## src/rtl/fifo_rd_drain.sv

```systemverilog
`default_nettype none
// ============================================================================
//  Module      : fifo_rd_drain
//  Description : Read-side consumer for the dual-clock FIFO. It pops through
//                the FIFO read port, prefetches into a small local buffer and
//                presents a valid/ready stream with a per-frame last marker.
//  Revision    : 1.0 - initial release
// ============================================================================
module fifo_rd_drain #(
    parameter int DSIZE     = 12,
    parameter int RD_LAT    = 1,
    parameter int BUF_DEPTH = 2,
    parameter int FRAME_LEN = 8
) (
    input  logic             rclk,
    input  logic             rrst,
    input  logic             en,
    input  logic             rempty,
    input  logic [DSIZE-1:0] rdata,
    output logic             rinc,
    output logic             m_valid,
    input  logic             m_ready,
    output logic [DSIZE-1:0] m_data,
    output logic             m_last,
    output logic             busy
);

    localparam int c_PTR_W = (BUF_DEPTH > 1) ? $clog2(BUF_DEPTH) : 1;
    localparam int c_CNT_W = $clog2(BUF_DEPTH + 1);
    localparam int c_IDX_W = (FRAME_LEN > 1) ? $clog2(FRAME_LEN) : 1;
    localparam int c_FLT_W = $clog2(RD_LAT + 1);

    typedef enum logic [1:0] {
        S_IDLE  = 2'd0,
        S_RUN   = 2'd1,
        S_DRAIN = 2'd2
    } state_t;

    state_t             state_q, state_d;
    logic [RD_LAT-1:0]  pipe_q, pipe_d;
    logic [DSIZE-1:0]   buf_q [BUF_DEPTH];
    logic [c_PTR_W-1:0] wr_ptr_q, wr_ptr_d;
    logic [c_PTR_W-1:0] rd_ptr_q, rd_ptr_d;
    logic [c_CNT_W-1:0] cnt_q, cnt_d;
    logic [c_IDX_W-1:0] idx_q, idx_d;

    logic [c_FLT_W-1:0] w_inflight;
    logic               w_land;
    logic               w_pop;
    logic [31:0]        w_occ;
    logic               w_credit;

    function automatic logic [c_PTR_W-1:0] ptr_inc(input logic [c_PTR_W-1:0] p);
        return (p == c_PTR_W'(BUF_DEPTH - 1)) ? '0 : p + c_PTR_W'(1);
    endfunction

    // Tap of the read-latency pipe marks the word landing on this edge.
    generate
        if (RD_LAT == 1) begin : g_pipe_one
            assign pipe_d = rinc;
        end else begin : g_pipe_shift
            assign pipe_d = {pipe_q[RD_LAT-2:0], rinc};
        end
    endgenerate

    always_comb begin
        w_inflight = '0;
        for (int i = 0; i < RD_LAT; i++) begin
            w_inflight = w_inflight + c_FLT_W'(pipe_q[i]);
        end
    end

    assign w_land = pipe_q[RD_LAT-1];
    assign w_pop  = m_valid & m_ready;

    // A slot freed by this cycle's pop is reusable now; without that credit
    // the steady state would stall every other cycle at BUF_DEPTH = RD_LAT+1.
    assign w_occ    = 32'(cnt_q) + 32'(w_inflight) - {31'd0, w_pop};
    assign w_credit = (w_occ < 32'(BUF_DEPTH));
    assign rinc     = (state_q == S_RUN) && !rempty && w_credit;

    always_comb begin
        state_d = state_q;
        case (state_q)
            S_IDLE:  if (en) state_d = S_RUN;
            S_RUN:   if (!en) state_d = S_DRAIN;
            S_DRAIN: begin
                if (en) begin
                    state_d = S_RUN;
                end else if ((w_inflight == '0) && (cnt_q == '0)) begin
                    state_d = S_IDLE;
                end
            end
            default: state_d = S_IDLE;
        endcase

        wr_ptr_d = w_land ? ptr_inc(wr_ptr_q) : wr_ptr_q;
        rd_ptr_d = w_pop  ? ptr_inc(rd_ptr_q) : rd_ptr_q;

        case ({w_land, w_pop})
            2'b10:   cnt_d = cnt_q + c_CNT_W'(1);
            2'b01:   cnt_d = cnt_q - c_CNT_W'(1);
            default: cnt_d = cnt_q;
        endcase

        idx_d = idx_q;
        if (w_pop) begin
            idx_d = (idx_q == c_IDX_W'(FRAME_LEN - 1)) ? '0 : idx_q + c_IDX_W'(1);
        end
    end

    always_ff @(posedge rclk) begin
        if (rrst) begin
            state_q  <= S_IDLE;
            pipe_q   <= '0;
            wr_ptr_q <= '0;
            rd_ptr_q <= '0;
            cnt_q    <= '0;
            idx_q    <= '0;
            for (int i = 0; i < BUF_DEPTH; i++) begin
                buf_q[i] <= '0;
            end
        end else begin
            state_q  <= state_d;
            pipe_q   <= pipe_d;
            wr_ptr_q <= wr_ptr_d;
            rd_ptr_q <= rd_ptr_d;
            cnt_q    <= cnt_d;
            idx_q    <= idx_d;
            if (w_land) begin
                buf_q[wr_ptr_q] <= rdata;
            end
        end
    end

    assign m_valid = (cnt_q != '0);
    assign m_data  = buf_q[rd_ptr_q];
    assign m_last  = m_valid && (idx_q == c_IDX_W'(FRAME_LEN - 1));
    assign busy    = (state_q != S_IDLE) || (w_inflight != '0) || m_valid;

endmodule
`default_nettype wire

```

## config.mk

```make
export PLATFORM = sky130hd
export DESIGN_NAME = fifo_rd_drain
export DESIGN_NICKNAME = d
export VERILOG_FILES = /design/src/rtl/fifo_rd_drain.sv
export SDC_FILE = /design/constraint.sdc
export NUM_CORES = 1
export LEC_CHECK = 0
export ABC_CLOCK_PERIOD_IN_PS = 6100
export CAP_MARGIN = 25
export CORE_UTILIZATION = 35
export CTS_BUF_LIST = sky130_fd_sc_hd__clkbuf_2 sky130_fd_sc_hd__clkbuf_4 sky130_fd_sc_hd__clkbuf_8
export DETAILED_ROUTE_END_ITERATION = 6
export DONT_BUFFER_PORTS = 1
export PLACE_DENSITY = 0.46
export SLEW_MARGIN = 5
export SYNTH_ARGS = -nofsm -noshare
export SYNTH_HDL_FRONTEND = slang
export SYNTH_SLANG_ARGS = --single-unit
```

## constraint.sdc

```tcl
create_clock -name rclk -period 6.1 [get_ports rclk]
set_input_delay 1.525 -clock rclk [delete_from_list [all_inputs] [get_ports rclk]]
set_output_delay 1.525 -clock rclk [all_outputs]
set_load 0.005 [all_outputs]
```

# Word level (Yosys, flattened, before mapping)
# Memory sizes are Yosys's and may differ from the RTL's. A register that Yosys moved wholly into a read port is not among the register bits.
# Index checks and enable logic that the tools add are counted.
# word_totals
ff_bits	10
mem_bits_rw	24
input_bits	17
wordCells	58
n_memories	1
# op_classes
n_addsub	7
order_cmp	1
n_eq_ne	8
mux	19
bitwise	2
reduce_logical	14
# mem_list
name	words	width	read_ports	rd_clocked_by_memory_dff	wr	line_no	rtl
buf_q	2	12	1	1	2	41	logic [DSIZE-1:0] buf_q [BUF_DEPTH];
# op_table
cell	n
< comparator 32 x 2 -> 1 bit, second input constant	1
2-to-1 mux 12 bit	1
OR reduction 12 bit	1
2-to-1 mux 1 bit	11
2-to-1 mux 2 bit	4
one-hot mux 2 bit (3 select lines)	1
nonzero test 2 bit	3
== test 2 x 1 -> 1 bit, second input constant	2
== test 2 bit, second input constant	2
logical AND 1 bit	4
logical NOT 2 bit	2
inequality test 2 bit, second input constant	2
one-hot mux 2 bit (2 select lines)	1
subtractor 3 x 1 -> 4 bit	1
adder 2 x 1 -> 3 bit	1
adder 3 x 1 -> 3 bit, second input constant	1
== test 3 bit, second input constant	1
2-to-1 mux 3 bit	1
inequality test 3 bit, second input constant	1
AND reduction 3 bit	1
adder 1 bit, second input constant	2
adder 2 x 1 -> 2 bit, second input constant	1
logical OR 1 bit	2
subtractor 2 x 1 -> 2 bit, second input constant	1
other kinds (3)	3

# Depth between registers and ports, before layout
# logic_depth
ltp_word	5
depth_mapped	8

# Worst setup path after synthesis
# Ideal clock, no wire load.
# synth_timing
path_type	input -> output
start	input m_ready
end	output rinc
t_arrival_ns	2.655
required_ns	4.575
setup_slack_ns	1.920
stages	5
path_cell_list	nand3b_1 -> o21ai_0 -> and2_1 -> fa_1 -> nor4_2
# synth_between
elab_chain_cells	4
# synth_lines
item	line_no	rtl
start, declared	22	input logic m_ready,
AND 1 bit	74	assign w_pop = m_valid & m_ready;
subtractor 3 x 1 -> 4 bit	78	assign w_occ = 32'(cnt_q) + 32'(w_inflight) - {31'd0, w_pop};
< comparator 32 x 2 -> 1 bit	79	assign w_credit = (w_occ < 32'(BUF_DEPTH));
logical AND 1 bit	80	assign rinc = (state_q == S_RUN) && !rempty && w_credit;
end, declared	20	output logic rinc,
# Every way passes these cells.

# Worst setup path after layout
# Same ends and word-level chain as after synthesis.

==> results.md <==
- CP startpoint: m_ready
- Clock network fraction of total power: 42.8%
- Slew HR: 62.3%
- CTS sink cnt: 35
- Worst slack, placed: 1.82 ns
- Sequential area share after synthesis: 59.4%
- Placed Area: 1620 µm²
- Area Growth Syn to Fin: 9.47%
- Total track usage: 13.5%
- DR iter-0 viols: 34
- Max Cap Viol: 0
- Vias: 939
- Die area: 4800 µm²
- Input/output buffers: 0
- Worst setup SP type: input port
- Worst-path clk slew: 0.07 ns
- Vias in the first global route: 988
- First-pass GRT wire length: 4910 µm
- Sequential cell area: 941 µm²
- Slew Viols, Final: 0
- Slowest stage delay, CP: 0.48 ns
- FF-to-FF setup slack: 4.12 ns
- Seq pwr share: 53.6%
- Multi-input gate area: 586 µm²
- Skew final: 0.00876 ns
- Setup_tns: 0 ns
- # rows: 24
- CTS resizes: 0
- IO Count: 33
- Vert. Die Dim: 69.3 µm
- Critical-path cell list: nand3b_1 > o21ai_0 > and2_1 > fa_1 > nor4_2
- Final instance area: 1740 µm²
- Setup Buffers After CTS: 0
- CTS tree: done
- Avg Cell Area, Syn: 12.8 µm²
- Largest net degree at the start of global routing: 18
- Power Density: 286 nW/µm²
- CTS Buffer Depth: 2
- Kind of critical path: input port to output pin
- Reg2reg end: pipe_q$_SDFF_PP0_
- Worst path bufs/invs: 0
- Internal power: 0.000401 W
- Post-DP HPWL: 1900 µm
- Total detailed-routing wirelength: 2930 µm
- CTS H-Tree Depth: 2
- Async SR Flop Fraction: 0%
- FF+latch count, synth: 35
- Crit. path cell count: 5
- Crit path time final: 4.28 ns
- Worst R2R Path Depth: 6
- Vias per cell: 5.31
- Starting Density: 36.4%
- Fin nets: 144
- Fmax: 233 MHz
- Worst vdd ir: 0.000144 V
- Synth Cell Area: 1590 µm²
- CTS buffer count: 5
- Top delay family on crit path: simple AND/OR/NAND/NOR gates
- Worst Setup End Kind: output pin
- Latest clock arrival within the worst-skew pair: 0.28 ns
- Global route overflow: 0
- Antenna cells: 0
- Outcome: completed
- Critical path peak fanout: 4
- Comb power frac: 3.5%
- Share of cells above drive strength 1: 20.8%
- DR WL/cell: 16.5 µm
- P_leak: 0.730 nW
- Slew of the pin with the lowest slew margin: 0.566 ns
- Initial antenna violation count: 0
- Post-Syn Nets: 144
- Tcrit/Tclk final: 70.2%
- Die width: 69.3 µm
- Remaining DRCs: 0
- Final hold vios: 0
- Worst Hold Class: flop to flop
- Predominant post-synthesis flop cell: edfxtp_1
- Clock Root Buffer: clkbuf_8
- Unrepaired setup endpoints after global routing: false
- Critical Path AT: 2.76 ns
- Post-cts hold buffer count: 0
- Gpl congestion: 0.627
- Number of flops mapped to enable cells by yosys: 24
- Fin worst setup slack: 1.82 ns
- CP required: 4.58 ns
- Worst Setup EP: rinc
- Yosys warnings: 0
- Post-synth cell types: 31
- Psw: 0.0000946 W
- Reg-to-Reg Start: cnt_q[1]$_SDFFE_PP0P_
- Core ar.: 4350 µm²
- Post-synthesis cell count: 124
- Endpoints failing setup: 0
- Sw frac: 19.1%
- Drt first pass iters: 4
- Slowest-stage cell, CP: fa_1
- Detail Route Antenna Nets: 0
- # fillers: 422
worst min-delay path: cells and delay by family (launching register included):
kind	cells	cell delay, ns
DFF	1	0.32
and+or+nand+nor	1	0.06
AOI/OAI and AO/OA	1	0.05
cells in the mapped netlist (all sizes together), types with 3 or more instances:
cell type | number | share of area, %
buf | 3 | 1.3
o21ai | 4 | 1.5
a21oi | 3 | 0.95
mux2 | 13 | 9.2
edfxtp | 24 | 45
inv | 5 | 1.2
dfxtp | 11 | 14
nor2 | 5 | 1.2
nor2b | 3 | 1.2
clkbuf | 5 | 1.2
and3 | 24 | 9.5
sequential cells by signal, indices dropped and copies added, names as in the netlist, named ones only:
signal and flops:
pipe_q 1, cnt_q 2, buf_q 24, rd_ptr_q 1, wr_ptr_q 1, state_q 2
idx_q 3
cell families after synthesis:
kind of cell               Yosys count  share of synthesized area (%)
AOI/OAI and AO/OA                   12                           5.29
xor gates and xnor gates             3                           1.66
adders and majority gates            3                           2.84
buffers and inverters               13                           3.71
DFF                                 35                           59.4
muxes                               14                           9.87
and+or+nand+nor                     44                           17.3
per-layer routing:
| layer | GRT usage, % | vias to the layer above | share of wire (%) |
|---|---|---|---|
| met1 | 16.2 | 454 | 45 |
| met2 | 22.1 | 31 | 48 |
| met4 | 5.44 | 0 | 0.92 |
| met5 | 0 | - | 0 |
| li1 | - | 452 | - |
| met3 | 4.80 | 2 | 6.4 |
how the worst min path moves through the flow:
stage | startpoint | to | slack (ns) | cells after the start
floorplan | state_q[1]$_SDFFE_PP0P_ | state_q[0]$_SDFFE_PP0P_ | 0.43 | 1
global placement | idx_q[1]$_SDFFE_PP0P_ | idx_q[1]$_SDFFE_PP0P_ | 0.44 | 2
detailed placement | idx_q[1]$_SDFFE_PP0P_ | idx_q[1]$_SDFFE_PP0P_ | 0.46 | 2
CTS | idx_q[1]$_SDFFE_PP0P_ | idx_q[1]$_SDFFE_PP0P_ | 0.47 | 2
global route | idx_q[1]$_SDFFE_PP0P_ | idx_q[1]$_SDFFE_PP0P_ | 0.49 | 2
finish | idx_q[1]$_SDFFE_PP0P_ | idx_q[1]$_SDFFE_PP0P_ | 0.46 | 2
cells in the final DEF, fill, tap and decap left out, types with 2 or more instances in the layout:
cell type,count
a211oi_1,2
a21o_1,2
a21oi_1,3
and2_1,2
and3_1,24
clkbuf_8,6
dfxtp_1,11
edfxtp_1,24
ha_1,2
inv_1,5
mux2_2,13
nand2_1,2
nor2_1,5
nor2b_1,3
o21ai_0,3
xnor2_1,2
power by group through the flow:
stage,Sequential [W],Clock (W),Combinational (W)
4_1_cts,0.000266,0.000219,0.0000182
3_5_place_dp,0.000271,0,0.0000181
3_3_place_gp,0.000271,0,0.0000181
5_1_grt,0.000267,0.000228,0.0000195
6_report,0.000266,0.000212,0.0000176
2_1_floorplan,0.000269,0,0.0000163
through the flow:
step           hold WS (ns)  std cells  utilization, %  total power [W]
2_1_floorplan         0.435        124               -         0.000285
3_3_place_gp          0.437        169            37.2         0.000289
3_5_place_dp          0.457        169            37.2         0.000289
4_1_cts               0.467        177            39.9         0.000503
5_1_grt               0.494        177            39.9         0.000515
6_report              0.464        177            39.9         0.000496
layout make-up:
type                            instances  area share, %
Clock buffer                            6           4.76
Clock inverter                          2           2.02
Inverter                                5           1.08
Multi-Input combinational cell         76           33.7
Sequential cell                        35           54.2
Tap cell                               52           3.75
Timing Repair Buffer                    1          0.433
Note: power is estimated with default switching activity, not from simulation.
